[src/rtl/length_counter_timer.sv]
// Length counter and period timer for a pulse/noise style audio channel.
// The timer emits a sequencer step pulse; the length counter gates the channel.
module length_counter_timer (
   input  logic        clk,
   input  logic        reset,
   input  logic [10:0] period,
   output logic        seq_tick,
   input  logic        length_tick,
   input  logic        halt,
   input  logic        enable,
   input  logic        load,
   input  logic [4:0]  length_index,
   output logic [7:0]  length_count,
   output logic        length_active
);

   logic [10:0] tcnt;
   logic [7:0]  tableValue;
   logic        decEn;

   // Period is only sampled at reload, so a running count is never disturbed.
   always_ff @(posedge clk) begin
      if (reset) begin
         tcnt     <= '0;
         seq_tick <= 1'b0;
      end else if (tcnt == 11'd0) begin
         tcnt     <= period;
         seq_tick <= 1'b1;
      end else begin
         tcnt     <= tcnt - 11'd1;
         seq_tick <= 1'b0;
      end
   end

   always_comb begin
      tableValue = 8'd0;
      unique case (length_index)
         5'd0:  tableValue = 8'd10;
         5'd1:  tableValue = 8'd254;
         5'd2:  tableValue = 8'd20;
         5'd3:  tableValue = 8'd2;
         5'd4:  tableValue = 8'd40;
         5'd5:  tableValue = 8'd4;
         5'd6:  tableValue = 8'd80;
         5'd7:  tableValue = 8'd6;
         5'd8:  tableValue = 8'd160;
         5'd9:  tableValue = 8'd8;
         5'd10: tableValue = 8'd60;
         5'd11: tableValue = 8'd10;
         5'd12: tableValue = 8'd14;
         5'd13: tableValue = 8'd12;
         5'd14: tableValue = 8'd26;
         5'd15: tableValue = 8'd14;
         5'd16: tableValue = 8'd12;
         5'd17: tableValue = 8'd16;
         5'd18: tableValue = 8'd24;
         5'd19: tableValue = 8'd18;
         5'd20: tableValue = 8'd48;
         5'd21: tableValue = 8'd20;
         5'd22: tableValue = 8'd96;
         5'd23: tableValue = 8'd22;
         5'd24: tableValue = 8'd192;
         5'd25: tableValue = 8'd24;
         5'd26: tableValue = 8'd72;
         5'd27: tableValue = 8'd26;
         5'd28: tableValue = 8'd16;
         5'd29: tableValue = 8'd28;
         5'd30: tableValue = 8'd32;
         5'd31: tableValue = 8'd30;
      endcase
   end

   assign decEn = length_tick && !halt && (length_count != 8'd0);

   // Disable beats load, load beats decrement; zero never wraps.
   always_ff @(posedge clk) begin
      if (reset) begin
         length_count <= '0;
      end else begin
         priority case (1'b1)
            !enable: length_count <= 8'd0;
            load:    length_count <= tableValue;
            decEn:   length_count <= length_count - 8'd1;
            default: length_count <= length_count;
         endcase
      end
   end

   assign length_active = (length_count != 8'd0);

endmodule

[config.mk]
export PLATFORM = sky130hd
export DESIGN_NAME = length_counter_timer
export DESIGN_NICKNAME = d
export VERILOG_FILES = /design/src/rtl/length_counter_timer.sv
export SDC_FILE = /design/constraint.sdc
export NUM_CORES = 1
export LEC_CHECK = 0
export BUFFER_PORTS_ARGS = -buffer_cell sky130_fd_sc_hd__buf_2
export CAP_MARGIN = 15
export CORE_AREA = 5 5 68 70
export CTS_CLUSTER_DIAMETER = 150
export DETAILED_ROUTE_END_ITERATION = 16
export DIE_AREA = 0 0 73 75
export HOLD_SLACK_MARGIN = 0.06
export MAX_ROUTING_LAYER = met4
export SYNTH_ARGS = -nofsm -noshare
export SYNTH_HDL_FRONTEND = slang
export SYNTH_SLANG_ARGS = --single-unit
[constraint.sdc]
create_clock -name clk -period 1.9 [get_ports clk]
set_input_delay 0.095 -clock clk [delete_from_list [all_inputs] [get_ports clk]]
set_output_delay 0.095 -clock clk [all_outputs]
set_load 0.005 [all_outputs]
==> qor.yml <==
floorplanning:
  die_w_um: 73
  initial_utilization: 0.370
  pin_count: 32
  dieArea_um2: 5480
  core_um2: 3910
  core.rowCount: 23
  die_y_um: 75
yosys:
  synth_nets: 211
  yosysSeqAreaShare: 0.277
  synthFlopType: "dfxtp_1"
  synth_top_area_cell: "dfxtp_1"
  yosysTopAreaCellShare: 0.277
  synth.area.top_cells: "dfxtp_1 28%, ha_1 8.7%, a211oi_1 6.2%, nor2_1 5.4%, xnor2_1 4.2%"
  synthSimpleGateAreaFrac: 0.298
  synthesis.instances: 179
  synth-compound-area-share: 0.220
  synthAdderAreaFrac: 0.0865
  synth_edf_count: 0
  syn-cell-area_um2: 1450
  synth_top_family_by_area: "simple AND/OR/NAND/NOR gates"
  synth_mux_area_frac: 0.0225
  syn_area_per_cell_um2: 8.08
  yosysUniqueCellTypes: 43
  async_flop_share: 0
  yosys_warnings: 0
  synthXorXnorAreaFrac: 0.0484
  synth-seq-cells: 20
grt:
  grt_pass1_vias: 1320
  grt_pass1_wl_mm: 5.66
  antenna_found_initial: 0
  grt_usage: 0.130
  grt_start_max_net_pins: 21
  overflow: 0
cells_and_area:
  insertedDiodeCount: 0
  syn2layout_area_growth_pct: 20.2
  finalNetCount: 246
  fin_area_um2: 1740
  finish.utilization: 0.444
  drive_above_1_share: 0.241
  fin_cells: 262
cts:
  postCtsSetupRepairBufs: 0
  insertion_delay_ps: 250
  cts.sink_count: 20
  h-tree-depth: 1
  numCtsBuffers: 3
  cts_max_path_buffers: 2
  cts.clk_slew.worst_paths_ps: 70
  cts_tree: "built"
  cts_root_buf: "clkbuf_8"
outcome:
  status: "completed"
sta:
  period_needed_ps: 1790
  fmax_mhz: 558
  skew_ps: 5.49
  fin_crit_sh: 0.942
  finalSetupViolCount: 0
  slew_headroom: 0.718
  maxSlewViolCount: 0
  rsz0062_at_grt: "false"
  worst_pin_slew_ps: 412
  fin_setup_tns_ps: 0
  hold_viol: 0
routing:
  viasPerCell: 5.29
  routedWlPerCell_um: 12.5
  drt_iter0_drc: 67
  drc: 0
  postRouteAntennaNets: 0
  routed_wl_mm: 3.28
  vias: 1387
  firstDrtPassIters: 4
pwr:
  powerDensity_nw_per_um2: 1020
  leakage_nw: 0.729
  peakVddDrop_mv: 0.722
  report.power.total_mw: 1.77
critical_path:
  r2r_slack_ps: 110
  crit_type: "flop to flop"
  cpPeakStageDelay_ps: 590
  path_max_fanout: 5
  start_kind: "flop"
  path_cells: "or4_4, nor2b_4, a2111o_1, a211oi_1"
  required_ps: 2070
  cp_data_arrival_time_ps: 1960
  crit_slowest_cell: "or4_4"
  crit_path_end_kind: "flop"
  crit_family: "simple AND/OR/NAND/NOR gates"
  path_buf_inv: 0
job:
  drv_cap: 0
hold_path:
  hold_path_class: "input pin to flop"
placement:
  place_inst: 259
  port-buffer-count: 31
  dpl_cell_area_um2: 1670
  dp_hpwl_mm: 2.52
  gp_congestion: 0.804
-- path summary, 6_finish.rpt --
kind                       from            endpoint  depth (start not counted)
min reg2reg  tcnt[9]$_SDFF_PP0_  tcnt[9]$_SDFF_PP0_                          2
max          tcnt[2]$_SDFF_PP0_  tcnt[9]$_SDFF_PP0_                          4
min                   period[7]  tcnt[7]$_SDFF_PP0_                          3
max reg2reg  tcnt[2]$_SDFF_PP0_  tcnt[9]$_SDFF_PP0_                          4
-- report_power, final --
group | switching (mW) | internal (mW) | leakage, nW
clock network | 0.129 | 0.141 | 0.0216
registers | 0.127 | 0.534 | 0.164
logic | 0.402 | 0.439 | 0.543
total | 0.658 | 1.11 | 0.729
-- worst min-delay path: stages --
cell	delay, ps
buf_2	90
nor2_1	90
a211oi_1	50
-- cells in the final DEF, fill, tap and decap left out, drive strengths merged --
master   synthesis  layout
inv             11      11
a31o             1       1
a21o             1       1
buf              1      36
or4              2       2
xnor2            7       7
nor3             2       2
a21oi            9       9
o31ai            2       2
nand2b           5       5
nor2b            6       6
nor3b            1       1
nand4            1       1
o311a            1       1
a221oi           1       1
nand3            6       6
nor2            21      21
a2111o           1       1
a31oi            3       3
or3              4       4
nor4             4       4
a311oi           2       2
o21ai            8       8
mux2             2       2
nor4b            2       2
xor2             1       1
o311ai           1       1
nor4bb           1       1
clkbuf           4       3
a2111oi          2       2
ha              10      10
o22ai            3       3
nand2           11      11
or3b             3       3
nand3b           4       4
or4b             1       1
a211oi          12      12
dfxtp           20      20
mux2i            1       1
-- metal layers --
layer  routed length, um  GRT usage  vias to the layer above
met2                1590      0.223                       24
met3                 141     0.0307                        2
li1                    -          -                      727
met4                   8    0.00615                        0
met5                   0          -                        -
met1                1550      0.163                      634
-- registers in the layout, indices dropped and copies added, names as in the netlist --
| register | count |
|---|---|
| tcnt | 11 |
| seq_tick | 1 |
| length_count | 8 |
-- Yosys cell counts (2+ instances only) --
master and count:
a31oi_1 3, xnor2_1 7, nor4_1 4, clkbuf_1 4, o31ai_1 2, a21oi_1 9, a211oi_1 12, inv_1 11
nor4b_2 2, ha_1 10, dfxtp_1 20, mux2_2 2, o22ai_1 3, or3b_2 3, a2111oi_0 2, or3_1 4
nand2b_1 5, nand2_1 11, nor3_1 2, nor2_1 21, nand3b_1 4, nor2b_1 5, nand3_1 5, o21ai_0 8
a311oi_1 2
-- cells by family (layout without fill, tap and decap cells) --
group           Yosys count  in the layout
flops                    20             20
compound gates           47             47
mux                       3              3
xor+xnor                  8              8
buf+inv                  17             50
simple gates             74             74
fa+ha+maj                10             10
-- layout make-up --
type                            count  area [um2]
Timing Repair Buffer               36         193
Clock buffer                        3        41.3
Sequential cell                    20         400
Fill cell                         413        2180
Multi-Input combinational cell    142        1000
Inverter                           11        41.3
Tap cell                           50        62.6
-- stage by stage --
| step | hold slack, ps | worst slack, ps |
|---|---|---|
| after floorplan | 167 | 213 |
| after global placement | 387 | 80.0 |
| after detailed placement | 389 | 89.0 |
| after CTS | 116 | 59.5 |
| after global routing | 121 | 27.8 |
| final | 119 | 109 |
-- timing repair --
| action | 4_1_cts | 5_1_grt |
|---|---|---|
| gates resized for setup | 0 | 4 |
| endpoints found under the setup margin | 0 | 4 |
| hold buffers | 0 | 0 |
| endpoints found under the hold margin | 0 | 0 |
No activity file was read; power rests on OpenSTA's default activity.
